**config.mk**
```make
export PLATFORM = sky130hd
export DESIGN_NAME = wr_ddr_burst_ctrl
export DESIGN_NICKNAME = d
export VERILOG_FILES = /design/src/rtl/wr_ddr_burst_ctrl.sv
export SDC_FILE = /design/constraint.sdc
export NUM_CORES = 1
export LEC_CHECK = 0
export CAP_MARGIN = 20
export CELL_PAD_IN_SITES_DETAIL_PLACEMENT = 0
export CELL_PAD_IN_SITES_GLOBAL_PLACEMENT = 2
export CORE_AREA = 2 2 123 125
export DETAILED_ROUTE_END_ITERATION = 8
export DIE_AREA = 0 0 125 127
export GPL_TIMING_DRIVEN = 0
export PLACE_DENSITY_LB_ADDON = 0.08
export SLEW_MARGIN = 20
export SYNTH_ARGS = -nofsm -noshare
export SYNTH_HDL_FRONTEND = slang
export SYNTH_SLANG_ARGS = --single-unit
```
**constraint.sdc**
```tcl
create_clock -name rd_clk -period 5.3 [get_ports rd_clk]
set_clock_uncertainty 0.15 [all_clocks]
set_input_delay 1.06 -clock rd_clk [delete_from_list [all_inputs] [get_ports rd_clk]]
set_output_delay 1.06 -clock rd_clk [all_outputs]
set_load 0.1 [all_outputs]
```
**src/rtl/wr_ddr_burst_ctrl.sv**
```systemverilog
// Read-side burst scheduler: drains the write-to-DDR FIFO into fixed-length
// AXI4 INCR write bursts whose start address walks a wrapping frame region.
module wr_ddr_burst_ctrl #(
  parameter int unsigned           ADDR_WIDTH  = 28,
  parameter int unsigned           DATA_WIDTH  = 32,
  parameter int unsigned           LEVEL_WIDTH = 11,
  parameter int unsigned           BURST_LEN   = 16,
  parameter logic [ADDR_WIDTH-1:0] BASE_ADDR   = '0,
  parameter int unsigned           FRAME_BYTES = 32'h0007_E900
) (
  input  logic                   rd_clk,
  input  logic                   rd_rst,
  input  logic                   enable,
  input  logic                   frame_sync,
  output logic                   fifo_rd_en,
  input  logic [DATA_WIDTH-1:0]  fifo_rd_data,
  input  logic                   fifo_rd_empty,
  input  logic [LEVEL_WIDTH-1:0] fifo_rd_water_level,
  output logic [ADDR_WIDTH-1:0]  m_awaddr,
  output logic [7:0]             m_awlen,
  output logic                   m_awvalid,
  input  logic                   m_awready,
  output logic [DATA_WIDTH-1:0]  m_wdata,
  output logic                   m_wvalid,
  input  logic                   m_wready,
  output logic                   m_wlast,
  input  logic                   m_bvalid,
  input  logic [1:0]             m_bresp,
  output logic                   m_bready,
  output logic                   busy,
  output logic                   burst_done,
  output logic                   resp_err
);

  localparam int unsigned         BURST_BYTES = BURST_LEN * DATA_WIDTH / 8;
  localparam logic [ADDR_WIDTH:0] ADDR_STEP   = (ADDR_WIDTH + 1)'(BURST_BYTES);
  localparam logic [ADDR_WIDTH:0] REGION_END  = {1'b0, BASE_ADDR} + (ADDR_WIDTH + 1)'(FRAME_BYTES);
  localparam logic [8:0]          LEN_W       = 9'(BURST_LEN);
  localparam logic [7:0]          LAST_BEAT   = 8'(BURST_LEN - 1);

  typedef enum logic [1:0] {IDLE, AW, W, B} state_t;

  state_t                  state_reg, state_next;
  logic [8:0]              words_read_reg;
  logic [7:0]              beat_reg;
  logic                    rd_pending_reg;
  logic [1:0]              skid_count_reg;
  logic [DATA_WIDTH-1:0]   skid_reg [2];
  logic [ADDR_WIDTH-1:0]   addr_reg;
  logic                    sync_latch_reg;
  logic                    resp_err_reg;

  logic                    push;
  logic                    pop;
  logic                    wr_sel;
  logic [ADDR_WIDTH:0]     addr_inc;

  assign m_awaddr = addr_reg;
  assign m_awlen  = LAST_BEAT;
  assign m_wdata  = skid_reg[0];
  assign resp_err = resp_err_reg;

  always_ff @(posedge rd_clk) begin
    if (rd_rst) state_reg <= IDLE;
    else        state_reg <= state_next;
  end

  always_comb begin
    state_next = state_reg;
    m_awvalid  = 1'b0;
    m_wvalid   = 1'b0;
    m_wlast    = 1'b0;
    m_bready   = 1'b0;
    busy       = 1'b1;
    burst_done = 1'b0;
    fifo_rd_en = 1'b0;
    unique case (state_reg)
      IDLE: begin
        busy = 1'b0;
        if (enable && (32'(fifo_rd_water_level) >= BURST_LEN)) state_next = AW;
      end
      AW: begin
        m_awvalid = 1'b1;
        if (m_awready) state_next = W;
      end
      W: begin
        m_wvalid = (skid_count_reg != 2'd0);
        m_wlast  = m_wvalid && (beat_reg == LAST_BEAT);
        if (m_wvalid && m_wready && m_wlast) state_next = B;
      end
      B: begin
        m_bready = 1'b1;
        if (m_bvalid) begin
          burst_done = 1'b1;
          state_next = IDLE;
        end
      end
      default: state_next = IDLE;
    endcase
    // Reads overlap the address phase; the in-flight read reserves its skid slot.
    if ((state_reg == AW) || (state_reg == W))
      fifo_rd_en = (words_read_reg < LEN_W) && !fifo_rd_empty &&
                   ((skid_count_reg + {1'b0, rd_pending_reg}) < 2'd2);
  end

  assign pop    = m_wvalid && m_wready;
  assign push   = rd_pending_reg;
  assign wr_sel = (skid_count_reg == 2'd2) || ((skid_count_reg == 2'd1) && !pop);

  always_ff @(posedge rd_clk) begin
    if (rd_rst) begin
      words_read_reg <= '0;
      beat_reg       <= '0;
      rd_pending_reg <= 1'b0;
      skid_count_reg <= '0;
    end else begin
      rd_pending_reg <= fifo_rd_en;
      skid_count_reg <= skid_count_reg + {1'b0, push} - {1'b0, pop};
      if (state_reg == IDLE) begin
        words_read_reg <= '0;
        beat_reg       <= '0;
      end else begin
        if (fifo_rd_en) words_read_reg <= words_read_reg + 9'd1;
        if (pop)        beat_reg       <= beat_reg + 8'd1;
      end
    end
  end

  // Entry 0 is always the head; a pop shifts entry 1 down before the new word lands.
  always_ff @(posedge rd_clk) begin
    if (pop)  skid_reg[0]      <= skid_reg[1];
    if (push) skid_reg[wr_sel] <= fifo_rd_data;
  end

  assign addr_inc = {1'b0, addr_reg} + ADDR_STEP;

  always_ff @(posedge rd_clk) begin
    if (rd_rst) begin
      addr_reg       <= BASE_ADDR;
      sync_latch_reg <= 1'b0;
      resp_err_reg   <= 1'b0;
    end else if (state_reg == IDLE) begin
      if (frame_sync) addr_reg <= BASE_ADDR;
    end else if (burst_done) begin
      if (sync_latch_reg || frame_sync || (addr_inc >= REGION_END)) addr_reg <= BASE_ADDR;
      else                                                          addr_reg <= addr_inc[ADDR_WIDTH-1:0];
      sync_latch_reg <= 1'b0;
      if (m_bresp != 2'b00) resp_err_reg <= 1'b1;
    end else if (frame_sync) begin
      sync_latch_reg <= 1'b1;
    end
  end

endmodule

```
=== Word level (Yosys, flattened, before mapping) ===
Memories as Yosys holds them, arrays and structs flattened.
Cells that the tools add are included.

* Register bits: 52
* Memory bits (writable): 64
* Input bits: 53
* Output and inout bits: 76
* Logic and storage cells: 77
* Memories: 1

* Add/subtract/negate cells: 5
* $lt $le $gt $ge: 4
* Eq/ne operators: 11
* Multiplexer cells: 23
* Bitwise gates (word level): 1
* Reductions and logical operators: 24

{| class="wikitable"
|+ Memories
! name !! depth !! bits a word !! rd ports !! clocked after memory_dff !! wr ports !! RTL line !! RTL
|-
| skid_reg || 2 || 32 || 2 || 0 || 2 || 48 || <nowiki>logic [DATA_WIDTH-1:0] skid_reg [2];</nowiki>
|}

{| class="wikitable"
|+ Operators with widths
! operator !! count
|-
| 28-bit two-way mux || 4
|-
| 28-bit by 7-bit adder with 29-bit output (second input constant) || 1
|-
| 29-bit by 19-bit greater-or-equal comparator with 1-bit output (second input constant) || 1
|-
| 1-bit two-way mux || 14
|-
| 11-bit by 5-bit greater-or-equal comparator with 1-bit output (second input constant) || 1
|-
| 2-bit != test (second input constant) || 5
|-
| 9-bit by 1-bit adder with 9-bit output (second input constant) || 1
|-
| 9-bit by 5-bit < comparator with 1-bit output (second input constant) || 1
|-
| 8-bit by 1-bit adder with 8-bit output (second input constant) || 1
|-
| 8-bit by 4-bit equality test with 1-bit output (second input constant) || 1
|-
| 1-bit logical AND || 8
|-
| 2-bit two-way mux || 4
|-
| 2-bit case mux with 4 select lines || 1
|-
| 2-bit nonzero test || 4
|-
| 2-bit equality test (second input constant) || 3
|-
| 2-bit by 1-bit equality test with 1-bit output (second input constant) || 2
|-
| 1-bit logical OR || 4
|-
| 2-bit AND reduction || 2
|-
| 4-bit AND reduction || 1
|-
| 3-bit AND reduction || 1
|-
| 2-bit by 1-bit adder with 2-bit output || 1
|-
| 1-bit zero test || 2
|-
| 2-bit zero test || 1
|-
| 2-bit < comparator (second input constant) || 1
|-
| other kinds (3) || 3
|}

=== Logic depth before layout (Yosys ltp) ===
Gate-level depths: netlist of the first run.

* Word-level depth: 6
* Mapped depth: 11
* Depth with buffers taken out: 10

=== Least setup slack after synthesis of the first run ===
Ideal clock, no wire load.

* Path type: reg-to-reg
* Start: reg state_reg[0]
* End: reg addr_reg[10] (netlist: m_awaddr[10])
* Library setup time: 0.120 ns
* Arrival: 3.538 ns
* Required time: 5.030 ns
* Setup slack: 1.492 ns
* Cell stages (with the launch flop): 8
* Path buffers: 1
* Period minus slack after synthesis: 3.808 ns
* Cells stage by stage: dfxtp_1 -> ha_1 -> and2_1 -> and2_2 -> a21oi_1 -> and2_1 -> dlygate4sd3_1 -> a211o_1

* Word-level cells in the longest chain between the ends: 4
* Elaborated cells on any way between the ends: 7
* Classes of those cells: eq/ne: 2; mux: 2; reduce/logical: 3

{| class="wikitable"
|+ Ends and longest elaborated chain
! element !! RTL line !! RTL
|-
| from (decl) || 43 || <nowiki>state_t state_reg, state_next;</nowiki>
|-
| from (signal assigned) || 65 || <nowiki>else state_reg <= state_next;</nowiki>
|-
| 2-bit equality test || 77 || <nowiki>unique case (state_reg)</nowiki>
|-
| 1-bit two-way mux || 77 ||
|-
| via burst_done || 31 || <nowiki>output logic burst_done,</nowiki>
|-
| 2-bit nonzero test (no line) || - ||
|-
| 2-bit AND reduction (no line) || - ||
|-
| to (signal assigned) || 146 || <nowiki>else addr_reg <= addr_inc[ADDR_WIDTH-1:0];</nowiki>
|-
| to (decl) || 49 || <nowiki>logic [ADDR_WIDTH-1:0] addr_reg;</nowiki>
|}

The timed path passes the listed nets, and every way through them passes these cells.
A chain may end at the register's enable or synchronous reset.

=== Worst setup path after layout of the first run ===
* Start: in fifo_rd_empty
* End: out fifo_rd_en

* Word-level cells in the longest chain between the ends: 4

{| class="wikitable"
|+ Ends and longest elaborated chain
! element !! RTL line !! RTL
|-
| from (decl) || 17 || <nowiki>input logic fifo_rd_empty,</nowiki>
|-
| 1-bit zero test || 102 || <nowiki>fifo_rd_en = (words_read_reg < LEN_W) && !fifo_rd_empty &&</nowiki>
|-
| 1-bit logical AND (2 in series) || 102 ||
|-
| 1-bit two-way mux || 101 || <nowiki>if ((state_reg == AW) || (state_reg == W))</nowiki>
|-
| to (decl) || 15 || <nowiki>output logic fifo_rd_en,</nowiki>
|}

Every way passes these cells.

==> results.txt, run 1 <==
----------------------------------------------------
[Global route]
  Congestion Overflow GR ... 0
  First-pass GRT wire length ... approximately 17,000 um
  Aggregate global-route resource usage ... approximately 14%
  Via count of the first global-routing pass ... 3,310
  Initial antenna violation count ... 0
  Maximum number of pins on one net before global-route repair ... 27

[Floorplan]
  Core Footprint ... 14,420 um2
  Standard-cell rows ... 44
  Chip Height ... between 100 and 150 um
  I/O pin cnt ... approximately 130
  Starting Density ... between 30 and 40%
  Width of the chip ... 125 um
  Full die area ... roughly 16,000 um2

[Clocking]
  Clock tree from TritonCTS ... yes
  Maximum buffer depth of the clock tree ... 2
  Post-CTS setup-driven buffer insertion count ... 0
  CTS Sinks ... 110
  Clock latency of the later-clocked register in the worst-skew pair ... between 0.3 and 0.4 ns
  Clock Pin Slew Worst Setup and Hold Paths ... ~0.080 ns
  CTS Buf Count ... 9
  Number of buffers inserted for hold repair after clock tree synthesis ... 0
  Total number of H-tree levels ... 3
  CTS-repair resized insts ... 0
  Buffer cell driving the clock tree root ... clkbuf_16

[Timing]
  Final-layout worst hold slack ... 0.3021 ns
  Slew at the pin with the worst max-slew slack ... 1.028 ns
  Fin crit period ... around 4.6 ns
  Final Slew Violations ... 0
  Post-route setup TNS ... 0 ns
  Share of the clock period used by the worst path after layout ... between 80% and 90%
  Count of final hold-check violations ... 0
  RSZ-0062 raised after global routing ... false
  Final setup fails ... 0
  Relative max-transition margin ... between 30% and 40%
  Fmax achieved ... roughly 0.22 GHz

[Placed design]
  Estimated wirelength of the detail-placed design ... 7686 um
  Quantity of I/O buffers inserted on ports ... roughly 110
  GP Congestion ... around 0.72

[Drt]
  Total routed wirelength ... between 10,000 and 15,000 um
  Met1 WL ... between 5000 and 6000 um
  Total number of vias ... ~3,400
  Violation count after the first detailed-routing iteration ... 154
  Remaining DRCs ... 0
  Highest metal layer with signal wires ... met4
  Remaining number of nets flagged by the antenna check after routing ... 0
  Average wire length per cell after detail routing ... about 15 um
  First drt pass iteration count ... 4
  Detail Route met3 WL ... around 460 um
  Detail-routed via count per cell ... between 4 and 5
  Total met2 wirelength after detailed routing ... 4899 um

[Power and ir drop]
  Leakage power figure ... about 2.4 nW
  Fraction of power consumed by the clock network ... 25.6%
  Total chip power ... 2.590 mW
  Max IR drop VDD ... approximately 300 uV
  Power density of the placed cells ... about 400 nW/um2
  Proportion of power drawn by combinational gates ... a little over a third
  Switch share ... a little under 40%
  Internal power contribution ... ~1.6 mW
  Proportion of power drawn by flip-flops and latches ... 39.4%
  Switching component of the power ... just over 1 mW

[Setup path]
  Critical R2R Launch ... m_awaddr[6]$_SDFFE_PP0P_
  Crit path launch ... fifo_rd_empty
  Arrival time at the worst endpoint ... roughly 3.4 ns
  Worst Setup EP ... fifo_rd_en
  Register-to-register path setup slack ... around 2.3 ns
  Crit. End Element ... output pin
  Kind of start point of the critical path ... primary input
  Worst Reg-to-Reg Cells ... 9
  Data required, critical path ... 4.09 ns
  Startpoint-to-endpoint class of the critical path ... primary input to output pin
  Critical path fanouts, max ... 7
  Destination of the worst register-to-register timing path ... m_awaddr[16]$_SDFFE_PP0P_

[Synth]
  Library cell with the largest summed area after synthesis ... edfxtp_1
  Mapped Area ... between 4000 and 5000 um2
  Yosys synthesis warning count ... 0
  Post-synthesis instance total ... 396
  Post-synthesis sequential area ratio ... 58.51%
  Synth area leaders ... edfxtp_1 40%, dfxtp_1 19%, mux2_2 7.4%
  FFs w/ async S/R, synth ... 0%
  Mean cell area of the mapped netlist ... roughly 12 um2
  Post-synth EDFFs ... 64
  Number of distinct standard cells referenced by the synthesized netlist ... 54
  Top FF cell, synth ... edfxtp_1
  Post-synthesis register bit count ... between 100 and 150
  Area fraction of the dominant cell type after synthesis ... 39.56%

[Finish]
  Final core utilization ... a little under half
  Max reg flops ... 64
  Growth of design area from synthesis to finish ... 35.18%
  Proportion of layout cells with a drive suffix above 1 ... ~18%
  Ant diodes ... 0
  Filler cells ... 1,342
  Final-stage net count ... about 600

[Status]
  Outcome ... complete, no violations

[Worst hold path]
  Hold Crit Start ... resp_err$_SDFFE_PP0P_
  Hold crit path type ... flip-flop to flip-flop

[Run]
  Max-cap viol count ... 0

----------------------------------------------------
[worst max-delay path, cell delays in order]
cell and delay [ns]:
clkdlybuf4s50_1 0.40, nor4_1 0.18, and3_1 0.19, clkbuf_1 0.31, clkdlybuf4s50_1 1.21
[final cells by class]
| cell class | instances | area [um2] | share of cell area (%) |
|---|---|---|---|
| Sequential cell | 110 | 2843 | 43.28 |
| Tap cell | 184 | 230.2 | 3.505 |
| Clock inverter | 7 | 66.31 | 1.010 |
| Inverter | 12 | 45.04 | 0.6858 |
| Buffer | 30 | 221.5 | 3.372 |
| Clock buffer | 9 | 225.2 | 3.429 |
| Multi-Input combinational cell | 256 | 1798 | 27.38 |
| Timing Repair Buffer | 111 | 1139 | 17.34 |
[synthesized netlist by cell type (11+ instances only)]
cell type	number
nor2_1	32
nand2_1	28
mux2_2	32
and3_1	11
dfxtp_1	46
buf_4	16
inv_1	12
a21oi_1	12
edfxtp_1	64
[layer usage]
metal / global-route usage (%) / vias to the layer above
met2: 21.42 / 81
met5: 0 / -
met3: 2.931 / 10
li1: - / 1678
met1: 18.29 / 1594
met4: 5.882 / 0
[kinds of logic after synthesis]
logic type / Yosys count / synth area share, %
AND/OR/NAND/NOR: 137 / 15.81
flip-flops: 110 / 58.51
buffers and inverters: 42 / 5.485
AO/OA/AOI/OAI: 41 / 5.975
multiplexers: 39 / 8.859
XOR/XNOR: 16 / 2.884
adder cells (fa/ha/maj): 9 / 2.318
other: 2 / 0.1546
[per-stage QoR]
stage,cells,setup WS [ns],cell area [um2]
5_1_grt,719,0.5529,6568
6_report,719,0.7436,6568
3_3_place_gp,701,0.7182,6225
4_1_cts,719,0.7174,6568
2_1_floorplan,408,1.492,4903
3_5_place_dp,703,0.7179,6276
[power groups by stage]
stage | sequential, mW | combinational, mW | clock, mW
6_report | 1.02 | 0.906 | 0.663
5_1_grt | 1.03 | 0.956 | 0.719
4_1_cts | 1.02 | 0.919 | 0.687
3_5_place_dp | 1.04 | 0.916 | 0
3_3_place_gp | 1.04 | 0.897 | 0
2_1_floorplan | 1.33 | 0.396 | 0
[cells in the final DEF (no fill, tap or decap), types with 5 or more instances in the layout]
| master | count |
|---|---|
| a21oi_1 | 12 |
| and2_1 | 8 |
| and2_2 | 5 |
| and3_1 | 11 |
| buf_4 | 16 |
| clkbuf_1 | 5 |
| clkbuf_16 | 9 |
| clkdlybuf4s50_1 | 109 |
| conb_1 | 14 |
| dfxtp_1 | 46 |
| edfxtp_1 | 64 |
| ha_1 | 9 |
| inv_1 | 12 |
| mux2_2 | 32 |
| mux2i_1 | 7 |
| nand2_1 | 27 |
| nand3_1 | 8 |
| nand4_1 | 6 |
| nor2_1 | 32 |
| nor4_1 | 9 |
| o21ai_0 | 7 |
| or3_1 | 6 |
| xnor2_1 | 9 |
| xor2_1 | 7 |
[worst min path at each step]
| stage | to | slack [ns] | cells past startpoint |
|---|---|---|---|
| 2_1_floorplan | words_read_reg[8]$_SDFFE_PP0P_ | 0.28 | 1 |
| 3_3_place_gp | resp_err$_SDFFE_PP0P_ | 0.29 | 2 |
| 3_5_place_dp | words_read_reg[8]$_SDFFE_PP0P_ | 0.29 | 1 |
| 4_1_cts | resp_err$_SDFFE_PP0P_ | 0.31 | 2 |
| 5_1_grt | resp_err$_SDFFE_PP0P_ | 0.34 | 2 |
| 6_report | resp_err$_SDFFE_PP0P_ | 0.30 | 2 |
No activity file was read; power rests on OpenSTA's default activity.
==> run 2, diff against run 1 <==
Settings changed: SLEW_MARGIN 20 to default.
==> run 2 against run 1 <==
First-iteration DRC count increased by 17%. Worst hold slack about the same. Cell count decreased by 0.28%. Clock power increased by 4.7%. Via count increased by 0.18%. Non-clock buffer count decreased by 2. Maximum frequency about the same. Count of clock-buffer cells in the layout unchanged. Critical path type unchanged. Largest cell class unchanged. Highest routed layer unchanged.
==> results.txt, run 2 (synthesis gave the netlist of run 1 again) <==
----------------------------------------------------
[Finish]
  Growth of design area from synthesis to finish ... 34.43%
  Final core utilization ... 45.28%
  Area of all placed cells without fillers ... roughly 6500 um2
  Proportion of layout cells with a drive suffix above 1 ... 17.45%
  Ant diodes ... 0
  Final-stage net count ... slightly below 600
  Number of non-filler instances in the completed layout ... 717
  Most frequent standard cell in the layout excluding fill and tap cells ... clkdlybuf4s50_1
  Top library cells by usage in the layout, fill and taps aside ... 109 x clkdlybuf4s50_1, 64 x edfxtp_1, 46 x dfxtp_1
  Max reg flops ... 64

[Placed design]
  Placed instance count ... around 700
  GP Congestion ... between 0.7 and 0.8
  Quantity of I/O buffers inserted on ports ... 109
  Estimated wirelength of the detail-placed design ... roughly 7600 um
  Post-place instance area ... roughly 6200 um2

[Worst hold path]
  Hold crit path type ... flip-flop to flip-flop
  Number of cells traversed by the worst hold path ... 2
  Hold Crit Start ... resp_err$_SDFFE_PP0P_
  Worst hold endpoint ... resp_err$_SDFFE_PP0P_

[Clocking]
  Number of buffers inserted for hold repair after clock tree synthesis ... 0
  Post-CTS setup-driven buffer insertion count ... 0
  CTS Buf Count ... 9
  Clock Pin Slew Worst Setup and Hold Paths ... about 0.080 ns
  Clock latency of the later-clocked register in the worst-skew pair ... between 0.3 and 0.4 ns
  Total number of H-tree levels ... 3
  Buffer cell driving the clock tree root ... clkbuf_16
  Maximum buffer depth of the clock tree ... 2
  CTS-repair resized insts ... 0
  CTS Sinks ... 110
  Clock tree from TritonCTS ... yes

[Floorplan]
  Chip Height ... ~130 um
  Core Footprint ... about 14,000 um2
  Standard-cell rows ... 44
  Full die area ... 15,880 um2
  Width of the chip ... approximately 130 um
  I/O pin cnt ... 129
  Starting Density ... between 30% and 40%

[Setup path]
  Destination of the worst register-to-register timing path ... skid_reg[0][16]$_DFFE_PP_
  Critical path fanouts, max ... 7
  Worst Reg-to-Reg Cells ... 11
  Data required, critical path ... about 4.1 ns
  Kind of start point of the critical path ... primary input
  Arrival time at the worst endpoint ... roughly 3.4 ns
  Critical R2R Launch ... state_reg[0]$_SDFFE_PP0P_
  Register-to-register path setup slack ... 2.08 ns
  Crit. End Element ... output pin
  Startpoint-to-endpoint class of the critical path ... primary input to output pin

[Timing]
  Slew at the pin with the worst max-slew slack ... slightly above 1 ns
  Fin crit period ... roughly 4.6 ns
  Count of final hold-check violations ... 0
  RSZ-0062 raised after global routing ... false
  Share of the clock period used by the worst path after layout ... a little under nine tenths
  Final Slew Violations ... 0
  Fmax achieved ... 0.2193 GHz
  Post-route setup TNS ... 0 ns
  Relative max-transition margin ... between 30 and 40%
  Final setup fails ... 0

[Power and ir drop]
  Switch share ... 38.55%
  Proportion of power drawn by flip-flops and latches ... ~39%
  Fraction of power consumed by the clock network ... 26.6%
  Power density of the placed cells ... between 300 and 400 nW/um2
  Proportion of power drawn by combinational gates ... around 34%
  Max IR drop VDD ... roughly 330 uV
  Internal power contribution ... 1.604 mW
  Total chip power ... approximately 2.6 mW
  Leakage power figure ... between 2 and 2.5 nW
  Switching component of the power ... 1.006 mW

[Drt]
  First drt pass iteration count ... 5
  Total number of vias ... roughly 3,400
  Average wire length per cell after detail routing ... 14.57 um
  Remaining number of nets flagged by the antenna check after routing ... 0
  Remaining DRCs ... 0
  Violation count after the first detailed-routing iteration ... 180
  Detail-routed via count per cell ... 4.699
  Total routed wirelength ... between 10,000 and 15,000 um

[Global route]
  Aggregate global-route resource usage ... between 10% and 20%
  Maximum number of pins on one net before global-route repair ... 33
  Initial antenna violation count ... 0
  Via count of the first global-routing pass ... about 3,300
  First-pass GRT wire length ... 17,170 um
  Congestion Overflow GR ... 0

[Run]
  Max-cap viol count ... 0

[Status]
  Outcome ... complete, no violations

----------------------------------------------------
-- run 2: cell count changes in the layout (fill, tap and decap cells not counted) --
cell | before | now
clkinv_4 | 1 | 0
buf_16 | 1 | 0
clkinv_2 | 1 | 2
clkinvlp_4 | 1 | 0
clkinv_8 | 1 | 0
buf_12 | 1 | 0
inv_6 | 2 | 3
bufinv_16 | 0 | 1
-- run 2: per-stage QoR --
stage	hold WS, ns	setup WS [ns]
2_1_floorplan	0.2802	1.492
3_3_place_gp	0.2908	0.7182
3_5_place_dp	0.2941	0.7192
4_1_cts	0.3119	0.7085
5_1_grt	0.3381	0.5643
6_report	0.3021	0.7398
-- run 2: layout make-up --
| type | count | area [um2] |
|---|---|---|
| Timing Repair Buffer | 109 | 1091 |
| Tap cell | 184 | 230.2 |
| Multi-Input combinational cell | 256 | 1798 |
| Inverter | 12 | 45.04 |
| Fill cell | 1367 | 7893 |
| Clock buffer | 9 | 225.2 |
| Clock inverter | 7 | 77.57 |
| Buffer | 30 | 221.5 |
| Sequential cell | 110 | 2843 |
-- run 2: critical path, cell delays in order --
cell	delay, ns
clkdlybuf4s50_1	0.39
nor4_1	0.17
and3_1	0.19
clkbuf_1	0.32
clkdlybuf4s50_1	1.21
-- run 2: how the worst max path moves through the flow --
stage                     cells past startpoint                 startpoint  slack [ns]                         to
after global placement                        5              fifo_rd_empty        0.72                 fifo_rd_en
after global routing                          5              fifo_rd_empty        0.56                 fifo_rd_en
after CTS                                     5              fifo_rd_empty        0.71                 fifo_rd_en
after floorplan                               7  state_reg[0]$_SDFFE_PP0P_        1.49  m_awaddr[10]$_SDFFE_PP0P_
final                                         5              fifo_rd_empty        0.74                 fifo_rd_en
after detailed placement                      5              fifo_rd_empty        0.72                 fifo_rd_en
-- run 2: metal layers --
layer / track usage [%] / routed length [um] / up-vias
met5: 0 / 0 / -
met4: 4.314 / 135 / 0
met3: 3.643 / 517 / 11
met2: 21.55 / 4800 / 88
met1: 18.09 / 4993 / 1595
li1: - / - / 1675
-- run 2: power by group through the flow --
| stage | combinational, mW | sequential, mW | clock [mW] |
|---|---|---|---|
| after floorplan | 0.396 | 1.33 | 0 |
| after global placement | 0.897 | 1.04 | 0 |
| after detailed placement | 0.903 | 1.04 | 0 |
| after CTS | 0.906 | 1.02 | 0.722 |
| after global routing | 0.939 | 1.03 | 0.753 |
| final | 0.895 | 1.02 | 0.694 |
==> run 3, diff against run 2 <==
Settings changed: CORE_AREA 2 2 123 125 to 2 2 121 123, CTS_BUF_LIST from default to sky130_fd_sc_hd__clkbuf_8, DIE_AREA 0 0 125 127 to 0 0 123 125.
==> run 3 against run 2 <==
Register-to-register slack better by 0.10 ns. Worst setup slack better by 0.0041 ns. Flip-flop and latch count did not move. Final area decreased by 1.8%. Cell count stayed put. Global-route usage increased by 0.43 points. First-iteration DRC count shrank 8.9%.
==> results.txt, run 3 (synthesis gave the netlist of run 1 again) <==
----------------------------------------------------
[Clocking]
  CTS-repair resized insts ... 0
  CTS Sinks ... between 100 and 150
  Clock tree from TritonCTS ... yes
  CTS Buf Count ... 9
  Post-CTS setup-driven buffer insertion count ... 0
  Number of buffers inserted for hold repair after clock tree synthesis ... 0
  Maximum buffer depth of the clock tree ... 2
  Buffer cell driving the clock tree root ... clkbuf_8
  Clock Pin Slew Worst Setup and Hold Paths ... ~0.10 ns
  Total number of H-tree levels ... 3
  Clock latency of the later-clocked register in the worst-skew pair ... around 0.38 ns

[Setup path]
  Critical path fanouts, max ... 7
  Most prevalent standard cell on the critical path ... clkdlybuf4s50_1
  Worst Reg-to-Reg Cells ... 11
  Register-to-register path setup slack ... about 2.2 ns
  Data required, critical path ... ~4 ns
  Destination of the worst register-to-register timing path ... skid_reg[0][11]$_DFFE_PP_
  Slowest cell on the critical path ... clkdlybuf4s50_1
  Startpoint-to-endpoint class of the critical path ... primary input to output pin
  Crit path launch ... fifo_rd_empty
  Critical R2R Launch ... state_reg[0]$_SDFFE_PP0P_
  CP max stage delay ... approximately 1.2 ns
  List of cells traversed by the critical path ... clkdlybuf4s50_1 > nor4_1 > and3_1 > clkbuf_1 > clkdlybuf4s50_1
  Arrival time at the worst endpoint ... about 3.4 ns
  Kind of start point of the critical path ... primary input
  Worst Setup EP ... fifo_rd_en
  Crit. End Element ... output pin

[Floorplan]
  Standard-cell rows ... 44
  Chip Height ... between 100 and 150 um
  I/O pin cnt ... between 100 and 150
  Full die area ... approximately 15,000 um2
  Starting Density ... approximately 34%
  Width of the chip ... roughly 120 um
  Core Footprint ... roughly 14,000 um2

[Placed design]
  GP Congestion ... around 0.73
  Placed instance count ... roughly 700
  Estimated wirelength of the detail-placed design ... 7444 um
  Post-place instance area ... between 6000 and 7000 um2
  Quantity of I/O buffers inserted on ports ... around 110

[Timing]
  Share of the clock period used by the worst path after layout ... 85.96%
  Final setup fails ... 0
  Final Slew Violations ... 0
  Fin crit period ... around 4.6 ns
  Slew at the pin with the worst max-slew slack ... slightly above 1 ns
  RSZ-0062 raised after global routing ... false
  Fmax achieved ... 0.2195 GHz
  Post-route setup TNS ... 0 ns
  Final-layout worst hold slack ... 0.3047 ns
  Count of final hold-check violations ... 0
  Relative max-transition margin ... about a third

[Finish]
  Top library cells by usage in the layout, fill and taps aside ... 109 x clkdlybuf4s50_1, 64 x edfxtp_1, 46 x dfxtp_1
  Max reg flops ... 64
  Final-stage net count ... 590
  Proportion of layout cells with a drive suffix above 1 ... around 17%
  Area of all placed cells without fillers ... around 6400 um2
  Most frequent standard cell in the layout excluding fill and tap cells ... clkdlybuf4s50_1
  Final core utilization ... ~45%
  Filler cells ... about 1,300
  Ant diodes ... 0
  Number of non-filler instances in the completed layout ... 717
  Growth of design area from synthesis to finish ... 32.01%

[Drt]
  Average wire length per cell after detail routing ... between 10 and 15 um
  Violation count after the first detailed-routing iteration ... ~160
  Remaining number of nets flagged by the antenna check after routing ... 0
  Remaining DRCs ... 0
  First drt pass iteration count ... 4
  Detail-routed via count per cell ... 4.717
  Total routed wirelength ... 10,370 um
  Total number of vias ... approximately 3,400

[Global route]
  Aggregate global-route resource usage ... approximately 14%
  Congestion Overflow GR ... 0
  First-pass GRT wire length ... about 17,000 um
  Maximum number of pins on one net before global-route repair ... 33
  Initial antenna violation count ... 0
  Via count of the first global-routing pass ... 3,301

[Worst hold path]
  Hold crit path type ... flip-flop to flip-flop
  Hold Crit Start ... resp_err$_SDFFE_PP0P_

[Power and ir drop]
  Leakage power figure ... between 2 and 2.5 nW
  Power density of the placed cells ... ~370 nW/um2
  Max IR drop VDD ... approximately 230 uV

[Run]
  Max-cap viol count ... 0

[Status]
  Outcome ... complete, no violations

----------------------------------------------------
-- run 3: area by class of cell --
cell class | count | area (um2) | area share, %
inverter | 12 | 45.04 | 0.7023
clock inverter | 7 | 61.31 | 0.9559
clock buffer | 9 | 123.9 | 1.931
sequential | 110 | 2843 | 44.32
timing repair buffer | 109 | 1091 | 17.01
tap | 184 | 230.2 | 3.590
multi-input combinational | 256 | 1798 | 28.03
buffer | 30 | 221.5 | 3.453
-- run 3: metrics by stage --
stage | setup slack (ns) | power (mW)
2_1_floorplan | 1.492 | 1.728
3_3_place_gp | 0.7221 | 1.938
3_5_place_dp | 0.7388 | 1.942
4_1_cts | 0.7286 | 2.435
5_1_grt | 0.5973 | 2.514
6_report | 0.7440 | 2.402
-- run 3: worst max-delay path, delay by kind of cell --
family                 cells  cell delay [ns]
buffers and inverters      3             1.92
AND/OR/NAND/NOR            2             0.35
-- run 3: power breakdown --
part | internal (mW) | total (mW) | leakage [nW] | switching, mW
registers | 0.994 | 1.02 | 0.950 | 0.0275
clock network | 0.181 | 0.489 | 0.0940 | 0.307
logic | 0.236 | 0.892 | 1.27 | 0.656
-- run 3: worst min-delay path by stage --
stage	end	slack (ns)	cells past startpoint
2_1_floorplan	words_read_reg[8]$_SDFFE_PP0P_	0.28	1
3_5_place_dp	resp_err$_SDFFE_PP0P_	0.29	2
5_1_grt	resp_err$_SDFFE_PP0P_	0.33	2
3_3_place_gp	resp_err$_SDFFE_PP0P_	0.29	2
6_report	resp_err$_SDFFE_PP0P_	0.30	2
4_1_cts	resp_err$_SDFFE_PP0P_	0.31	2
-- run 3: per-layer routing --
layer | routed length [um] | GRT usage [%] | vias up
li1 | - | - | 1675
met1 | 4828 | 18.62 | 1612
met2 | 4867 | 22.26 | 85
met3 | 507 | 2.737 | 10
met4 | 164 | 5.481 | 0
met5 | 0 | 0 | -
